## config.mk

```make
export PLATFORM = sky130hd
export DESIGN_NAME = reset_seq
export DESIGN_NICKNAME = d
export VERILOG_FILES = /design/src/rtl/reset_seq.sv
export SDC_FILE = /design/constraint.sdc
export NUM_CORES = 1
export LEC_CHECK = 0
export ABC_CLOCK_PERIOD_IN_PS = 2800
export CAP_MARGIN = 40
export CORE_MARGIN = 2
export CORE_UTILIZATION = 50
export DETAILED_ROUTE_END_ITERATION = 10
export PLACE_DENSITY = 0.76
export RECOVER_POWER = 100
export SETUP_SLACK_MARGIN = 0.5
export SYNTH_ARGS = -nofsm -noshare
export SYNTH_HDL_FRONTEND = slang
export SYNTH_SLANG_ARGS = --single-unit
```

## constraint.sdc

```tcl
create_clock -name clk -period 2.8 [get_ports clk]
set_input_delay 0.42 -clock clk [delete_from_list [all_inputs] [get_ports clk]]
set_output_delay 0.42 -clock clk [all_outputs]
set_load 0.1 [all_outputs]
```

## src/rtl/reset_seq.sv

```systemverilog
// Multi-channel reset sequencer: programmable hold, staggered per-channel release,
// synchronised external request, watchdog and last-reset-cause reporting.
module reset_seq #(
    parameter int NUM_OUT     = 2,
    parameter int TIMER_BIT   = 22,
    parameter int STAGGER_BIT = 4,
    parameter int SYNC_STAGES = 2,
    parameter int WDT_BIT     = 24
) (
    input  logic               clk,
    input  logic               reset,
    input  logic               req_in,
    input  logic               wdt_enable,
    input  logic               wdt_kick,
    output logic [NUM_OUT-1:0] reset_out,
    output logic               ready,
    output logic [1:0]         cause
);

    function automatic int max3(input int a, input int b, input int c);
        int m;
        m = (a > b) ? a : b;
        return (m > c) ? m : c;
    endfunction

    localparam int CNT_W = max3(TIMER_BIT, WDT_BIT, STAGGER_BIT) + 1;

    localparam logic [1:0] CAUSE_POR = 2'd0;
    localparam logic [1:0] CAUSE_RST = 2'd1;
    localparam logic [1:0] CAUSE_REQ = 2'd2;
    localparam logic [1:0] CAUSE_WDT = 2'd3;

    typedef enum logic [1:0] {
        S_HOLD    = 2'd0,
        S_RELEASE = 2'd1,
        S_RUN     = 2'd2
    } state_t;

    // Declaration initial values give a working power-up with reset tied low.
    state_t                 r_state   = S_HOLD;
    logic [CNT_W-1:0]       r_cnt     = '0;
    logic [NUM_OUT-1:0]     r_rst_out = '1;
    logic                   r_ready   = 1'b0;
    logic [1:0]             r_cause   = CAUSE_POR;
    logic [SYNC_STAGES-1:0] r_sync    = '0;

    state_t             w_state_next;
    logic [CNT_W-1:0]   w_cnt_next;
    logic [CNT_W-1:0]   w_cnt_inc;
    logic [NUM_OUT-1:0] w_rst_next;
    logic [NUM_OUT-1:0] w_rst_shift;
    logic               w_ready_next;
    logic [1:0]         w_cause_next;
    logic               w_req_sync;

    assign w_req_sync  = r_sync[SYNC_STAGES-1];
    assign w_cnt_inc   = r_cnt + CNT_W'(1);
    // Channels release from bit 0 upward, so shifting in a zero frees the next one.
    assign w_rst_shift = r_rst_out << 1;

    always_ff @(posedge clk) begin
        r_sync <= {r_sync[SYNC_STAGES-2:0], req_in};
    end

    always_comb begin
        w_state_next = r_state;
        w_cnt_next   = r_cnt;
        w_rst_next   = r_rst_out;
        w_ready_next = 1'b0;
        w_cause_next = r_cause;

        if (w_req_sync) begin
            w_state_next = S_HOLD;
            w_cnt_next   = '0;
            w_rst_next   = '1;
            w_cause_next = CAUSE_REQ;
        end else begin
            case (r_state)
                S_HOLD: begin
                    if (r_cnt[TIMER_BIT]) begin
                        w_state_next = S_RELEASE;
                        w_cnt_next   = '0;
                        w_rst_next   = w_rst_shift;
                    end else begin
                        w_cnt_next = w_cnt_inc;
                    end
                end
                S_RELEASE: begin
                    // Empty mask only happens for a single channel released from HOLD.
                    if (r_rst_out == '0) begin
                        w_state_next = S_RUN;
                        w_cnt_next   = '0;
                    end else if (w_cnt_inc[STAGGER_BIT]) begin
                        w_cnt_next = '0;
                        w_rst_next = w_rst_shift;
                        if (w_rst_shift == '0) begin
                            w_state_next = S_RUN;
                        end
                    end else begin
                        w_cnt_next = w_cnt_inc;
                    end
                end
                S_RUN: begin
                    w_ready_next = 1'b1;
                    // A kick on the firing cycle takes precedence over the timeout.
                    if (r_cnt[WDT_BIT] && !wdt_kick) begin
                        w_state_next = S_HOLD;
                        w_cnt_next   = '0;
                        w_rst_next   = '1;
                        w_ready_next = 1'b0;
                        w_cause_next = CAUSE_WDT;
                    end else if (wdt_kick || !wdt_enable) begin
                        w_cnt_next = '0;
                    end else begin
                        w_cnt_next = w_cnt_inc;
                    end
                end
                default: begin
                    w_state_next = S_HOLD;
                    w_cnt_next   = '0;
                    w_rst_next   = '1;
                end
            endcase
        end
    end

    always_ff @(posedge clk) begin
        if (reset) begin
            r_state   <= S_HOLD;
            r_cnt     <= '0;
            r_rst_out <= '1;
            r_ready   <= 1'b0;
            r_cause   <= CAUSE_RST;
        end else begin
            r_state   <= w_state_next;
            r_cnt     <= w_cnt_next;
            r_rst_out <= w_rst_next;
            r_ready   <= w_ready_next;
            r_cause   <= w_cause_next;
        end
    end

    assign reset_out = r_rst_out;
    assign ready     = r_ready;
    assign cause     = r_cause;

endmodule

```

* Word-level counts from Yosys, hierarchy flattened *
Index checks and enable logic that the tools add are counted.
Widths: inputs -> output; s select.

storage, ports and cells
  bits in latches = 0
  word-level logic and storage cells = 50
  output and inout port bits = 5
  ROM bits = 0
  memories = 0
  register bits after elaboration = 34
  bits in writable memories = 0
  bits of input ports = 5

operators by class
  shift operators = 0
  equality and inequality tests = 8
  order comparisons = 0
  reductions and logical operators = 14
  multiplexer cells = 20
  bitwise operators = 1
  multipliers = 0
  add/sub/neg operators = 1
  div/mod/pow operators = 0

operators by type and width
  kind                   count
  $mux 25                5
  $pmux 25 s3            1
  $add 25x1->25 const B  1
  $mux 2                 11
  $pmux 2 s3             2
  $ne 2x2->1 const B     4
  $reduce_and 4->1       2
  $logic_not 2->1        3
  $ne 3x3->1 const B     2
  $reduce_bool 2->1      2
  $reduce_or 3->1        1
  $eq 2x1->1 const B     1
  $eq 2x2->1 const B     1
  $logic_not 1->1        2
  $reduce_and 2->1       1
  $reduce_or 2->1        1
  $logic_and 1x1->1      1
  $logic_or 1x1->1       1
  $mux 1                 1
  $not 1->1              1

* Depth between registers and ports, before layout *
  depth in word-level cells = 5
  depth in mapped cells = 10
  gate-level depth less buffers = 9

* Worst setup path before layout *
Ideal clock, no wire load.

  path type = flip-flop to flip-flop
  start point = register r_cnt[0]
  end point = register r_cnt[22]
  setup time = 0.071 ns
  setup slack = 0.844 ns
  data arrival time = 1.886 ns
  stages on the path, launching flop included = 11
  clock period less this slack = 1.956 ns
  required time = 2.729 ns
  path buffers = 1
  cell sequence = dfxtp_1 -> ha_1 -> and4_1 -> buf_2 -> nand4_2 -> nor3_1 -> ha_1 -> nand2b_1 -> o22ai_1 -> nand2_1 -> a21oi_1

between the ends
  cells in the longest elaborated chain, start to end = 4
  elaborated cells on any way between the ends = 7
  those cells by class = add/sub: 1; mux: 6

ends and longest elaborated chain
  what                        RTL line  RTL
  from (decl)                 41        logic [CNT_W-1:0] r_cnt = '0;
  from (signal assigned)      136       r_cnt <= w_cnt_next;
  $add 25x1->25 *             57        assign w_cnt_inc = r_cnt + CNT_W'(1);
  $mux 25 (on tied branches)  112, 93
  $mux 25 (on tied branches)  106, 90
  $pmux 25 s3 *               78        case (r_state)

Every way passes the cells marked *; elsewhere a longest branch is shown, timed or not.
A chain may end at the register's enable or synchronous reset.

* Worst setup path in the final report *
  start point = input wdt_kick
  end point = register r_cnt[19]

between the ends
  cells in the longest elaborated chain, start to end = 4
  elaborated cells on any way between the ends = 6
  those cells by class = mux: 3; reduce/logical: 3

ends and longest elaborated chain
  what                                                 RTL line  RTL
  from (decl)                                          14        input logic wdt_kick,
  $logic_or 1x1->1 or $logic_not 1->1 (tied branches)  112, 106
  $mux 25 or $logic_and 1x1->1 (tied branches)         112, 106
  $mux 25 *                                            106       if (r_cnt[WDT_BIT] && !wdt_kick) begin
  $pmux 25 s3 *                                        78

Marks and branches as above.

==> metrics.md <==
| Metric | Value |
|---|---|
| Top cell type's share of synthesized area | `42.4%` |
| CTS tree | `yes` |
| Logic pwr share | `4.2%` |
| Number of max-cap violations | `0` |
| Maximum VDD drop | `320 uV` |
| Critical hold path startpoint | `r_sync[0]` |
| Synth Cell Area | `1600 sq um` |
| Area grow syn2layout | `9.52%` |
| Via count | `1399` |
| Critical path startpoint category | `primary input` |
| Syn Inst Count | `180` |
| DR pass1 iterations | `4` |
| DPL Wire Length | `2.34 mm` |
| First-pass GRT wire length | `5.90 mm` |
| Hold Vio Cnt, Final | `0` |
| # fillers | `291` |
| EDFF count, synth | `0` |
| Die height | `60.6 um` |
| Wire per inst | `14.7 um` |
| Critical path startpoint | `wdt_kick` |
| Total Wirelength | `3.41 mm` |
| Largest net degree at the start of global routing | `26` |
| Port Buf Inserts | `9` |
| Syn Nets | `187` |
| Reg2reg setup slack | `580 ps` |
| Synth area leader | `dfxtp_1` |
| Reg2Reg Capture Point | `r_cnt[19]` |
| WHS Endpoint | `r_sync[1]` |
| Critical path class | `in2reg` |
| CTS Root Cell | `clkbuf_4` |
| CP endpoint kind | `flip-flop` |
| Final #Nets | `195` |
| GR Overflow Total | `0` |
| Fin worst setup slack | `480 ps` |
| H-tree levels | `2` |
| GPL Wtd Cong | `0.853` |
| Vias in the first global route | `1302` |
| Switching power share of the total | `25.2%` |
| NetSw | `0.208 mW` |
| Worst EP required | `3060 ps` |
| Ratio of cells with drive above 1 in the final layout | `8.47%` |
| Top post-synthesis cells by count | `dfxtp_1 (34), nor3_1 (14), a211oi_1 (13)` |
| Hold depth | `0` |
| PD cells | `470 nW/um^2` |
| FF+latch count, synth | `34` |
| Syn_area_per_cell | `8.91 sq um` |
| Final setup viols | `0` |
| Hold Path Class | `reg2reg` |
| P_int | `0.618 mW` |
| Status | `finished clean` |
| DRC violations left | `0` |
| Initial antenna violation count | `0` |
| Pre-CTS setup slack | `263 ps` |
| Fin Setup TNS | `0 ps` |
| Clock Skew | `15.0 ps` |
| Leak | `0.535 nW` |
| Number of top-level pins | `10` |
| Clock group share of total power | `36.2%` |
| Asr flop ratio synth | `0%` |
| Worst-path fanout max | `14` |
| Slew Limit Headroom | `22.9%` |
| Initial core utilization | `52.5%` |
| GRT Total Usage | `21.6%` |
| Longest Clk Path Bufs | `2` |
| Seq pwr share | `59.6%` |
| Number of distinct library cells after synthesis | `39` |
| Diodes inserted | `0` |
| Synth Warn # | `0` |
| Worst-Margin Slew | `1160 ps` |
| CP arrival | `2580 ps` |
| Site Rows | `20` |
| DR iter-0 viols | `78` |
| Worst flop-to-flop path startpoint | `r_cnt[0]` |
| Core Area | `3050 sq um` |
| Final Critical Period | `2320 ps` |
| R2R depth | `6` |
| Pins Over Slew Limit | `0` |
| Post-route clock period utilization | `82.9%` |
| Num CTS Buffers | `5` |
| Clk_lat worst skew | `350 ps` |
| Unrepaired setup endpoints after global routing | `no` |
| Count leader, synth | `dfxtp_1` |
| Die X-Extent | `60.6 um` |
| Post-CTS setup buffer count | `0` |
| CTS Hold Bufs | `0` |
| Clk slew on worst S/H paths | `110 ps` |
| Detail Route Antenna Nets | `0` |
| Highest clock rate | `0.431 GHz` |
| Sink Count | `34` |
| Predominant post-synthesis flop cell | `dfxtp_1` |
| Routed vias/inst | `6.00` |
| Synth top area cells | `dfxtp_1 (42%), a211oi_1 (6.1%), nor3_1 (4.4%)` |
| Die footprint | `3680 sq um` |
| Sequential fraction of the synthesis area | `42.4%` |
-- worst max-delay path, stage by stage --
cell	delay (ps)
dlygate4sd3_1	560
or3b_2	460
a211oi_1	400
a21oi_1	240
buf_4	300
a211oi_1	190
-- timing repair --
action | in CTS | in global routing
gates resized for setup | 1 | 4
endpoints found under the setup margin | 1 | 15
cloned | 0 | 0
-- through the flow --
stage | utilization [%] | std cells | total power [mW] | hold WS [ps] | instance area [sq um]
2_1_floorplan | - | 180 | 0.528 | 310 | 1600
3_3_place_gp | 55.6 | 225 | 0.540 | 310 | 1700
3_5_place_dp | 55.6 | 225 | 0.541 | 322 | 1700
4_1_cts | 57.7 | 233 | 0.831 | 348 | 1760
5_1_grt | 57.5 | 233 | 0.851 | 351 | 1760
6_report | 57.5 | 233 | 0.826 | 342 | 1760
-- registers in the layout (all words and copies together) (netlist names) --
signal,flops
r_state,2
r_cnt,25
ready,1
reset_out,2
cause,2
r_sync,2
-- area by class of cell --
type / instances / area, sq um / area share (%)
multi-input combinational: 131 / 868 / 49.4
sequential: 34 / 681 / 38.7
timing repair buffer: 10 / 66.3 / 3.77
tap: 44 / 55.1 / 3.13
clock buffer: 6 / 51.3 / 2.92
inverter: 6 / 22.5 / 1.28
clock inverter: 2 / 12.5 / 0.712
-- worst max path at each step --
| stage | slack [ps] | cells after the start | endpoint |
|---|---|---|---|
| 5_1_grt | 330 | 6 | r_cnt[17] |
| 2_1_floorplan | 840 | 10 | r_cnt[22] |
| 6_report | 480 | 6 | r_cnt[19] |
| 3_5_place_dp | 260 | 6 | r_cnt[20] |
| 4_1_cts | 540 | 9 | r_cnt[22] |
| 3_3_place_gp | 380 | 6 | r_cnt[13] |
-- routing by layer --
metal,up-vias,global-route usage [%],routed length [um]
met3,6,6.18,122
met1,674,27.3,1530
li1,699,-,-
met4,0,7.45,44
met5,-,0,0
met2,20,35.3,1720
-- kinds of logic (layout without fill, tap and decap cells) --
kind of cell,after synthesis,count (layout),synth area share [%]
adders and majority gates,2,2,1.56
xor gates and xnor gates,12,12,6.55
buffers and inverters,15,24,4.29
and+or+nand+nor,78,78,28.9
DFF,34,34,42.4
AOI/OAI and AO/OA,39,39,16.3
-- power groups by stage --
stage,clock network (mW),logic [mW],registers [mW]
after CTS,0.301,0.0372,0.493
after global routing,0.320,0.0370,0.494
final,0.299,0.0348,0.493
after global placement,0,0.0364,0.503
after floorplan,0,0.0104,0.517
after detailed placement,0,0.0372,0.504
-- cells in the final DEF, fill, tap and decap left out, drive strengths merged, types with 3 or more instances in the layout --
master / count
nor4: 4
inv: 6
o31ai: 6
xor2: 6
o21ai: 5
a211oi: 13
or4: 6
nand2: 13
a21oi: 8
or3: 5
nand4: 7
nor2: 5
nand3: 8
and4: 3
and3: 3
clkbuf: 11
nor3: 14
dfxtp: 34
xnor2: 6
nor2b: 4
Note: power is estimated with default switching activity, not from simulation.
